File: src/rtl/rv32i_pkg.sv
// Shared RV32I pipeline types: the E-stage control bundle, its bubble value and
// the data bundle carried alongside it.
package rv32i_pkg;

  typedef struct packed {
    logic       valid;
    logic       regwrite;
    logic       jump;
    logic       branch;
    logic       alubsrc;
    logic       pctargetalusrc;
    logic [1:0] resultsrc;
    logic [1:0] aluasrc;
    logic [1:0] memwrite;
    logic [3:0] alucontrol;
    logic [2:0] loadsize;
    logic [2:0] funct3;
  } ctrl_e_t;

  localparam ctrl_e_t CTRL_NOP = '0;

  typedef struct packed {
    logic [31:0] rd1;
    logic [31:0] rd2;
    logic [31:0] pc;
    logic [31:0] immext;
    logic [31:0] pcplus4;
    logic [4:0]  rs1;
    logic [4:0]  rs2;
    logic [4:0]  rd;
  } data_e_t;

  // Invalid slots become bubbles; a write to x0 is never exposed downstream.
  function automatic ctrl_e_t ctrl_gate(input ctrl_e_t c, input logic [4:0] rd);
    ctrl_e_t g;
    g = c;
    if (rd == 5'd0) g.regwrite = 1'b0;
    if (!c.valid)   g = CTRL_NOP;
    return g;
  endfunction

endpackage

File: src/rtl/idex_reg_if.sv
// Decode-to-execute pipeline bundle: D-side inputs, flush/stall, E-side outputs.
interface idex_reg_if;
  logic        FlushE, StallE;
  logic        ValidD, ValidE;
  logic        RegWriteD, JumpD, BranchD, ALUBSrcD, PCTargetALUSrcD;
  logic        RegWriteE, JumpE, BranchE, ALUBSrcE, PCTargetALUSrcE;
  logic [1:0]  ResultSrcD, ALUASrcD, MemWriteD;
  logic [1:0]  ResultSrcE, ALUASrcE, MemWriteE;
  logic [3:0]  ALUControlD, ALUControlE;
  logic [2:0]  LoadSizeD, LoadSizeE;
  logic [2:0]  funct3D, funct3E;
  logic [31:0] RD1D, RD2D, PCD, ImmExtD, PCPlus4D;
  logic [31:0] RD1E, RD2E, PCE, ImmExtE, PCPlus4E;
  logic [4:0]  Rs1D, Rs2D, RdD;
  logic [4:0]  Rs1E, Rs2E, RdE;

  modport master (
    output FlushE, StallE, ValidD,
    output RegWriteD, JumpD, BranchD, ALUBSrcD, PCTargetALUSrcD,
    output ResultSrcD, ALUASrcD, MemWriteD, ALUControlD, LoadSizeD, funct3D,
    output RD1D, RD2D, PCD, ImmExtD, PCPlus4D, Rs1D, Rs2D, RdD,
    input  ValidE, RegWriteE, JumpE, BranchE, ALUBSrcE, PCTargetALUSrcE,
    input  ResultSrcE, ALUASrcE, MemWriteE, ALUControlE, LoadSizeE, funct3E,
    input  RD1E, RD2E, PCE, ImmExtE, PCPlus4E, Rs1E, Rs2E, RdE
  );

  modport slave (
    input  FlushE, StallE, ValidD,
    input  RegWriteD, JumpD, BranchD, ALUBSrcD, PCTargetALUSrcD,
    input  ResultSrcD, ALUASrcD, MemWriteD, ALUControlD, LoadSizeD, funct3D,
    input  RD1D, RD2D, PCD, ImmExtD, PCPlus4D, Rs1D, Rs2D, RdD,
    output ValidE, RegWriteE, JumpE, BranchE, ALUBSrcE, PCTargetALUSrcE,
    output ResultSrcE, ALUASrcE, MemWriteE, ALUControlE, LoadSizeE, funct3E,
    output RD1E, RD2E, PCE, ImmExtE, PCPlus4E, Rs1E, Rs2E, RdE
  );
endinterface

File: src/rtl/idex_reg_flopenrc.sv
// Generic register: async reset, synchronous clear, enable (reset > clr > en).
module flopenrc #(
  parameter int unsigned WIDTH = 8
) (
  input  logic             clk,
  input  logic             reset,
  input  logic             en,
  input  logic             clr,
  input  logic [WIDTH-1:0] d,
  output logic [WIDTH-1:0] q
);

  always_ff @(posedge clk or posedge reset) begin
    if (reset)    q <= '0;
    else if (clr) q <= '0;
    else if (en)  q <= d;
  end

endmodule

File: src/rtl/idex_reg.sv
// ID/EX pipeline register: control and data bundles held in two flopenrc
// instances; flush beats stall, and stall holds every field.
module idex_reg
  import rv32i_pkg::*;
#(
  parameter bit NOP_ON_FLUSH = 1'b1
) (
  input  logic        clk,
  input  logic        reset,
  idex_reg_if.slave   bus
);

  ctrl_e_t ctrl_d, ctrl_q;
  data_e_t data_d, data_q;

  always_comb begin
    ctrl_d                = CTRL_NOP;
    ctrl_d.valid          = bus.ValidD;
    ctrl_d.regwrite       = bus.RegWriteD;
    ctrl_d.jump           = bus.JumpD;
    ctrl_d.branch         = bus.BranchD;
    ctrl_d.alubsrc        = bus.ALUBSrcD;
    ctrl_d.pctargetalusrc = bus.PCTargetALUSrcD;
    ctrl_d.resultsrc      = bus.ResultSrcD;
    ctrl_d.aluasrc        = bus.ALUASrcD;
    ctrl_d.memwrite       = bus.MemWriteD;
    ctrl_d.alucontrol     = bus.ALUControlD;
    ctrl_d.loadsize       = bus.LoadSizeD;
    ctrl_d.funct3         = bus.funct3D;
    ctrl_d                = ctrl_gate(ctrl_d, bus.RdD);
  end

  assign data_d = '{rd1: bus.RD1D, rd2: bus.RD2D, pc: bus.PCD,
                    immext: bus.ImmExtD, pcplus4: bus.PCPlus4D,
                    rs1: bus.Rs1D, rs2: bus.Rs2D, rd: bus.RdD};

  flopenrc #(.WIDTH($bits(ctrl_e_t))) u_ctrl (
    .clk   (clk),
    .reset (reset),
    .en    (~bus.StallE),
    .clr   (bus.FlushE),
    .d     (ctrl_d),
    .q     (ctrl_q)
  );

  // Without NOP_ON_FLUSH the data bundle ignores flush and just follows stall.
  flopenrc #(.WIDTH($bits(data_e_t))) u_data (
    .clk   (clk),
    .reset (reset),
    .en    (~bus.StallE),
    .clr   (bus.FlushE & NOP_ON_FLUSH),
    .d     (data_d),
    .q     (data_q)
  );

  assign bus.ValidE          = ctrl_q.valid;
  assign bus.RegWriteE       = ctrl_q.regwrite;
  assign bus.JumpE           = ctrl_q.jump;
  assign bus.BranchE         = ctrl_q.branch;
  assign bus.ALUBSrcE        = ctrl_q.alubsrc;
  assign bus.PCTargetALUSrcE = ctrl_q.pctargetalusrc;
  assign bus.ResultSrcE      = ctrl_q.resultsrc;
  assign bus.ALUASrcE        = ctrl_q.aluasrc;
  assign bus.MemWriteE       = ctrl_q.memwrite;
  assign bus.ALUControlE     = ctrl_q.alucontrol;
  assign bus.LoadSizeE       = ctrl_q.loadsize;
  assign bus.funct3E         = ctrl_q.funct3;

  assign bus.RD1E            = data_q.rd1;
  assign bus.RD2E            = data_q.rd2;
  assign bus.PCE             = data_q.pc;
  assign bus.ImmExtE         = data_q.immext;
  assign bus.PCPlus4E        = data_q.pcplus4;
  assign bus.Rs1E            = data_q.rs1;
  assign bus.Rs2E            = data_q.rs2;
  assign bus.RdE             = data_q.rd;

endmodule

File: src/flat_wrapper.sv
// flat-port wrapper written by rule: the top's interface ports become plain ports
module idex_reg_flat import rv32i_pkg::*;
#(
  parameter bit NOP_ON_FLUSH = 1'b1
)
  (clk, reset, bus_FlushE, bus_StallE, bus_ValidD, bus_RegWriteD, bus_JumpD, bus_BranchD, bus_ALUBSrcD, bus_PCTargetALUSrcD, bus_ResultSrcD, bus_ALUASrcD, bus_MemWriteD, bus_ALUControlD, bus_LoadSizeD, bus_funct3D, bus_RD1D, bus_RD2D, bus_PCD, bus_ImmExtD, bus_PCPlus4D, bus_Rs1D, bus_Rs2D, bus_RdD, bus_ValidE, bus_RegWriteE, bus_JumpE, bus_BranchE, bus_ALUBSrcE, bus_PCTargetALUSrcE, bus_ResultSrcE, bus_ALUASrcE, bus_MemWriteE, bus_ALUControlE, bus_LoadSizeE, bus_funct3E, bus_RD1E, bus_RD2E, bus_PCE, bus_ImmExtE, bus_PCPlus4E, bus_Rs1E, bus_Rs2E, bus_RdE);
  idex_reg_if bus_i ();
  input  logic clk;
  input  logic reset;
  input wire logic [$bits(bus_i.FlushE)-1:0] bus_FlushE;
  input wire logic [$bits(bus_i.StallE)-1:0] bus_StallE;
  input wire logic [$bits(bus_i.ValidD)-1:0] bus_ValidD;
  input wire logic [$bits(bus_i.RegWriteD)-1:0] bus_RegWriteD;
  input wire logic [$bits(bus_i.JumpD)-1:0] bus_JumpD;
  input wire logic [$bits(bus_i.BranchD)-1:0] bus_BranchD;
  input wire logic [$bits(bus_i.ALUBSrcD)-1:0] bus_ALUBSrcD;
  input wire logic [$bits(bus_i.PCTargetALUSrcD)-1:0] bus_PCTargetALUSrcD;
  input wire logic [$bits(bus_i.ResultSrcD)-1:0] bus_ResultSrcD;
  input wire logic [$bits(bus_i.ALUASrcD)-1:0] bus_ALUASrcD;
  input wire logic [$bits(bus_i.MemWriteD)-1:0] bus_MemWriteD;
  input wire logic [$bits(bus_i.ALUControlD)-1:0] bus_ALUControlD;
  input wire logic [$bits(bus_i.LoadSizeD)-1:0] bus_LoadSizeD;
  input wire logic [$bits(bus_i.funct3D)-1:0] bus_funct3D;
  input wire logic [$bits(bus_i.RD1D)-1:0] bus_RD1D;
  input wire logic [$bits(bus_i.RD2D)-1:0] bus_RD2D;
  input wire logic [$bits(bus_i.PCD)-1:0] bus_PCD;
  input wire logic [$bits(bus_i.ImmExtD)-1:0] bus_ImmExtD;
  input wire logic [$bits(bus_i.PCPlus4D)-1:0] bus_PCPlus4D;
  input wire logic [$bits(bus_i.Rs1D)-1:0] bus_Rs1D;
  input wire logic [$bits(bus_i.Rs2D)-1:0] bus_Rs2D;
  input wire logic [$bits(bus_i.RdD)-1:0] bus_RdD;
  output wire logic [$bits(bus_i.ValidE)-1:0] bus_ValidE;
  output wire logic [$bits(bus_i.RegWriteE)-1:0] bus_RegWriteE;
  output wire logic [$bits(bus_i.JumpE)-1:0] bus_JumpE;
  output wire logic [$bits(bus_i.BranchE)-1:0] bus_BranchE;
  output wire logic [$bits(bus_i.ALUBSrcE)-1:0] bus_ALUBSrcE;
  output wire logic [$bits(bus_i.PCTargetALUSrcE)-1:0] bus_PCTargetALUSrcE;
  output wire logic [$bits(bus_i.ResultSrcE)-1:0] bus_ResultSrcE;
  output wire logic [$bits(bus_i.ALUASrcE)-1:0] bus_ALUASrcE;
  output wire logic [$bits(bus_i.MemWriteE)-1:0] bus_MemWriteE;
  output wire logic [$bits(bus_i.ALUControlE)-1:0] bus_ALUControlE;
  output wire logic [$bits(bus_i.LoadSizeE)-1:0] bus_LoadSizeE;
  output wire logic [$bits(bus_i.funct3E)-1:0] bus_funct3E;
  output wire logic [$bits(bus_i.RD1E)-1:0] bus_RD1E;
  output wire logic [$bits(bus_i.RD2E)-1:0] bus_RD2E;
  output wire logic [$bits(bus_i.PCE)-1:0] bus_PCE;
  output wire logic [$bits(bus_i.ImmExtE)-1:0] bus_ImmExtE;
  output wire logic [$bits(bus_i.PCPlus4E)-1:0] bus_PCPlus4E;
  output wire logic [$bits(bus_i.Rs1E)-1:0] bus_Rs1E;
  output wire logic [$bits(bus_i.Rs2E)-1:0] bus_Rs2E;
  output wire logic [$bits(bus_i.RdE)-1:0] bus_RdE;
  assign bus_i.FlushE = bus_FlushE;
  assign bus_i.StallE = bus_StallE;
  assign bus_i.ValidD = bus_ValidD;
  assign bus_i.RegWriteD = bus_RegWriteD;
  assign bus_i.JumpD = bus_JumpD;
  assign bus_i.BranchD = bus_BranchD;
  assign bus_i.ALUBSrcD = bus_ALUBSrcD;
  assign bus_i.PCTargetALUSrcD = bus_PCTargetALUSrcD;
  assign bus_i.ResultSrcD = bus_ResultSrcD;
  assign bus_i.ALUASrcD = bus_ALUASrcD;
  assign bus_i.MemWriteD = bus_MemWriteD;
  assign bus_i.ALUControlD = bus_ALUControlD;
  assign bus_i.LoadSizeD = bus_LoadSizeD;
  assign bus_i.funct3D = bus_funct3D;
  assign bus_i.RD1D = bus_RD1D;
  assign bus_i.RD2D = bus_RD2D;
  assign bus_i.PCD = bus_PCD;
  assign bus_i.ImmExtD = bus_ImmExtD;
  assign bus_i.PCPlus4D = bus_PCPlus4D;
  assign bus_i.Rs1D = bus_Rs1D;
  assign bus_i.Rs2D = bus_Rs2D;
  assign bus_i.RdD = bus_RdD;
  assign bus_ValidE = bus_i.ValidE;
  assign bus_RegWriteE = bus_i.RegWriteE;
  assign bus_JumpE = bus_i.JumpE;
  assign bus_BranchE = bus_i.BranchE;
  assign bus_ALUBSrcE = bus_i.ALUBSrcE;
  assign bus_PCTargetALUSrcE = bus_i.PCTargetALUSrcE;
  assign bus_ResultSrcE = bus_i.ResultSrcE;
  assign bus_ALUASrcE = bus_i.ALUASrcE;
  assign bus_MemWriteE = bus_i.MemWriteE;
  assign bus_ALUControlE = bus_i.ALUControlE;
  assign bus_LoadSizeE = bus_i.LoadSizeE;
  assign bus_funct3E = bus_i.funct3E;
  assign bus_RD1E = bus_i.RD1E;
  assign bus_RD2E = bus_i.RD2E;
  assign bus_PCE = bus_i.PCE;
  assign bus_ImmExtE = bus_i.ImmExtE;
  assign bus_PCPlus4E = bus_i.PCPlus4E;
  assign bus_Rs1E = bus_i.Rs1E;
  assign bus_Rs2E = bus_i.Rs2E;
  assign bus_RdE = bus_i.RdE;
  idex_reg #(.NOP_ON_FLUSH(NOP_ON_FLUSH)) u_core (.clk(clk), .reset(reset), .bus(bus_i));
endmodule
File: config.mk
export PLATFORM = sky130hd
export DESIGN_NAME = idex_reg_flat
export DESIGN_NICKNAME = d
export VERILOG_FILES = /design/src/rtl/rv32i_pkg.sv /design/src/rtl/idex_reg_if.sv /design/src/rtl/idex_reg_flopenrc.sv /design/src/rtl/idex_reg.sv /design/src/flat_wrapper.sv
export SDC_FILE = /design/constraint.sdc
export NUM_CORES = 1
export LEC_CHECK = 0
export BUFFER_PORTS_ARGS = -buffer_cell sky130_fd_sc_hd__buf_2
export CORE_AREA = 4 4 154 156
export CTS_BUF_LIST = sky130_fd_sc_hd__clkbuf_8
export CTS_CLUSTER_DIAMETER = 100
export CTS_CLUSTER_SIZE = 12
export DETAILED_ROUTE_END_ITERATION = 10
export DIE_AREA = 0 0 158 160
export GPL_TIMING_DRIVEN = 0
export PLACE_DENSITY = 0.67
export SYNTH_ARGS = -nofsm -noshare
export SYNTH_HDL_FRONTEND = slang
export SYNTH_SLANG_ARGS = --single-unit
File: constraint.sdc
create_clock -name clk -period 10.4 [get_ports clk]
set_input_delay 0.52 -clock clk [delete_from_list [all_inputs] [get_ports clk]]
set_output_delay 0.52 -clock clk [all_outputs]
set_load 0.02 [all_outputs]
==> flow_summary.ini <==
[status]
status = finished clean

[placed_design]
hpwl_um = 17860
routabilityCongestion = 0.8306
port_buffers = 395
dpl-instance-area_um2 = 10370

[critical_path]
worstSetupEndpointType = primary output
critPathMaxStageDelay_ps = 420
path_delay_family = flip-flops
critPathKind = reg -> out
worstPathMaxFanout = 2
slowest_stage = dfrtp_1
critPathLaunchType = flip-flop
worstPathCellList = buf_2
critPathArrivalTime_ps = 1080
cp.required_ps = 9880
cp_num_buf_inv = 1

[synth]
ys_warn_count = 0
syn-num-nets = 820
avgSynthCellArea_um2 = 12.92
ys_seq_elements = 197
netlist_top_cells_area = dfrtp_1, mux2i_1, nor2_1, buf_8, a22o_1
yosysUniqueCellTypes = 17
synth-seq-area-share_pct = 61.62
netlist_area_um2 = 8000
synth_top_area_share_pct = 61.62
yosys.area.top_type = dfrtp_1
synth_cells = 619

[drt]
ant_nets = 0
wl_met1_um = 9274
wl_um = 23310
wl_per_cell_um = 17.52
drt-initial-drc-count = 232
highest_layer = met4
drt_pre_antenna_iters = 4
wl_met2_um = 11850
drc = 0
via_per_inst = 4.643
dr_wl_met3_um = 1630
vias = 6175

[sta]
worst_slew_pin_slew_ps = 666.7
setup_viol = 0
rsz0062_at_grt = no
finalCritPeriodShare_pct = 15.38
slew_violations = 0
max_freq_ghz = 0.6253
skew_ps = 0
maxSlewHeadroom_pct = 55.55
min_period_ps = 1599
hold_violations = 0
fin_setup_tns_ps = 0

[layout]
drive_gt1_share_pct = 44.69
final_util_pct = 47.94
fin_nets = 1235
fin_area_um2 = 10720
synthToLayoutAreaGrowth_pct = 34.02
n_antenna_cell = 0

[clocking]
clock-sinks = 197
root_buffer = clkbuf_8
htreeDepth = 4
clk_path_buf_depth = 2
clk_pin_slew_worst_paths_ps = 120
hold_buffers = 0
worstSkewPairLatency_ps = 450
cts_setup_buffers = 0
cts_tree = yes
cts_made_buffers = 17
post_cts_resized = 0

[global_route]
antenna_found_initial = 0
grtUsageTotal_pct = 17.91
overflow = 0
grt_pass1_wl_um = 35310
grt_max_degree = 108
grt_pass1_vias = 6314

[floorplanning]
core_um2 = 22370
initial_core_util_pct = 35.77
ios = 398
die_w_um = 158
rows = 55
fp.dieH_um = 160
dieArea_um2 = 25280

[power_and_ir_drop]
power_per_cell_area_nw_per_um2 = 146.1
comb_power_share_pct = 17.4
p_clk_share_pct = 29.7
fin_total_pwr_mw = 1.566
switching_power_mw = 0.4755
p_leak_nw = 6.281
peakVddDrop_v = 0.00008955
p_int_mw = 1.091
power_frac_seq_pct = 52.9
swShare_pct = 30.36

[flow_run]
maxCapViolations = 0

[worst_hold_path]
hold_class = in -> async
placed cells by master (no fill, tap or decap):
cell type   synthesis  routed
clkinv_2            0       1
a21o_1              1       1
nand2_1             1       1
buf_8              15      15
clkinvlp_4          0       1
buf_2              14     409
a22o_1             20      20
buf_12              2       2
clkbuf_1            6       6
a32o_1              1       1
nor2_1            176     176
nor3_1              1       1
inv_6               0       3
buf_6               4       4
mux2i_1           175     175
buf_16              0       1
dfrtp_1           197     197
clkinv_4            0       4
buf_4               3       3
nor3b_4             1       1
clkbuf_8            0      17
inv_8               0       5
nor2b_2             1       1
final timing paths:
kind | startpoint | endpoint | slack, ps | cells after the start
min reg2reg | u_core.u_ctrl.q[21] | u_core.u_ctrl.q[21] | 490 | 1
max in group asynchronous | reset | u_core.u_data.q[38] | 9350 | 3
min | reset | u_core.u_data.q[45] | 100 | 2
max reg2reg | u_core.u_ctrl.q[7] | u_core.u_ctrl.q[7] | 9660 | 1
min in group clk | bus_BranchD | u_core.u_ctrl.q[18] | 280 | 2
max | u_core.u_ctrl.q[7] | bus_ALUControlE[1] | 8800 | 1
logic make-up after synthesis:
family | synth area share (%)
flip-flops | 61.62
multiplexers | 21.90
AND/OR/NAND/NOR | 8.711
buffers and inverters | 5.364
AO/OA/AOI/OAI | 2.409
cells in the mapped netlist:
library cell / count
dfrtp_1: 197
nor2_1: 176
mux2i_1: 175
a22o_1: 20
buf_8: 15
buf_2: 14
clkbuf_1: 6
buf_6: 4
buf_4: 3
buf_12: 2
a21o_1: 1
a32o_1: 1
inv_1: 1
nand2_1: 1
nor2b_2: 1
nor3_1: 1
nor3b_4: 1
stage by stage:
step	hold slack (ps)	worst slack [ps]	instances
floorplan	594.4	4511	619
global placement	455.9	2167	1299
finish	103.0	8801	1330
global route	125.2	8743	1330
detailed placement	464.2	8624	1300
CTS	121.7	8771	1330
power groups by stage:
stage,registers (mW),clock network (mW),logic (mW)
final,0.829,0.465,0.272
after global routing,0.834,0.517,0.296
after CTS,0.829,0.480,0.277
after detailed placement,0.843,0,0.277
after global placement,0.843,0,0.272
after floorplan,0.895,0,0.109
routing by layer:
metal  GRT usage (%)  vias to the layer above
met3           4.851                       38
met1           21.66                     2983
met4           5.467                        0
met5               0                        -
li1                -                     2908
met2           31.04                      246
layout make-up:
type | instances | area [µm²]
multi-input combinational | 377 | 2641
sequential | 197 | 4930
timing repair buffer | 396 | 2004
tap | 285 | 356.6
fill | 2135 | 11640
clock buffer | 17 | 234.0
inverter | 1 | 11.26
clock inverter | 13 | 118.9
buffer | 44 | 425.4
state kept, by name, indices dropped and copies added (netlist names):
signal and flops:
u_core.u_ctrl.q 22, u_core.u_data.q 175
Power figures use the tool's default switching activity.
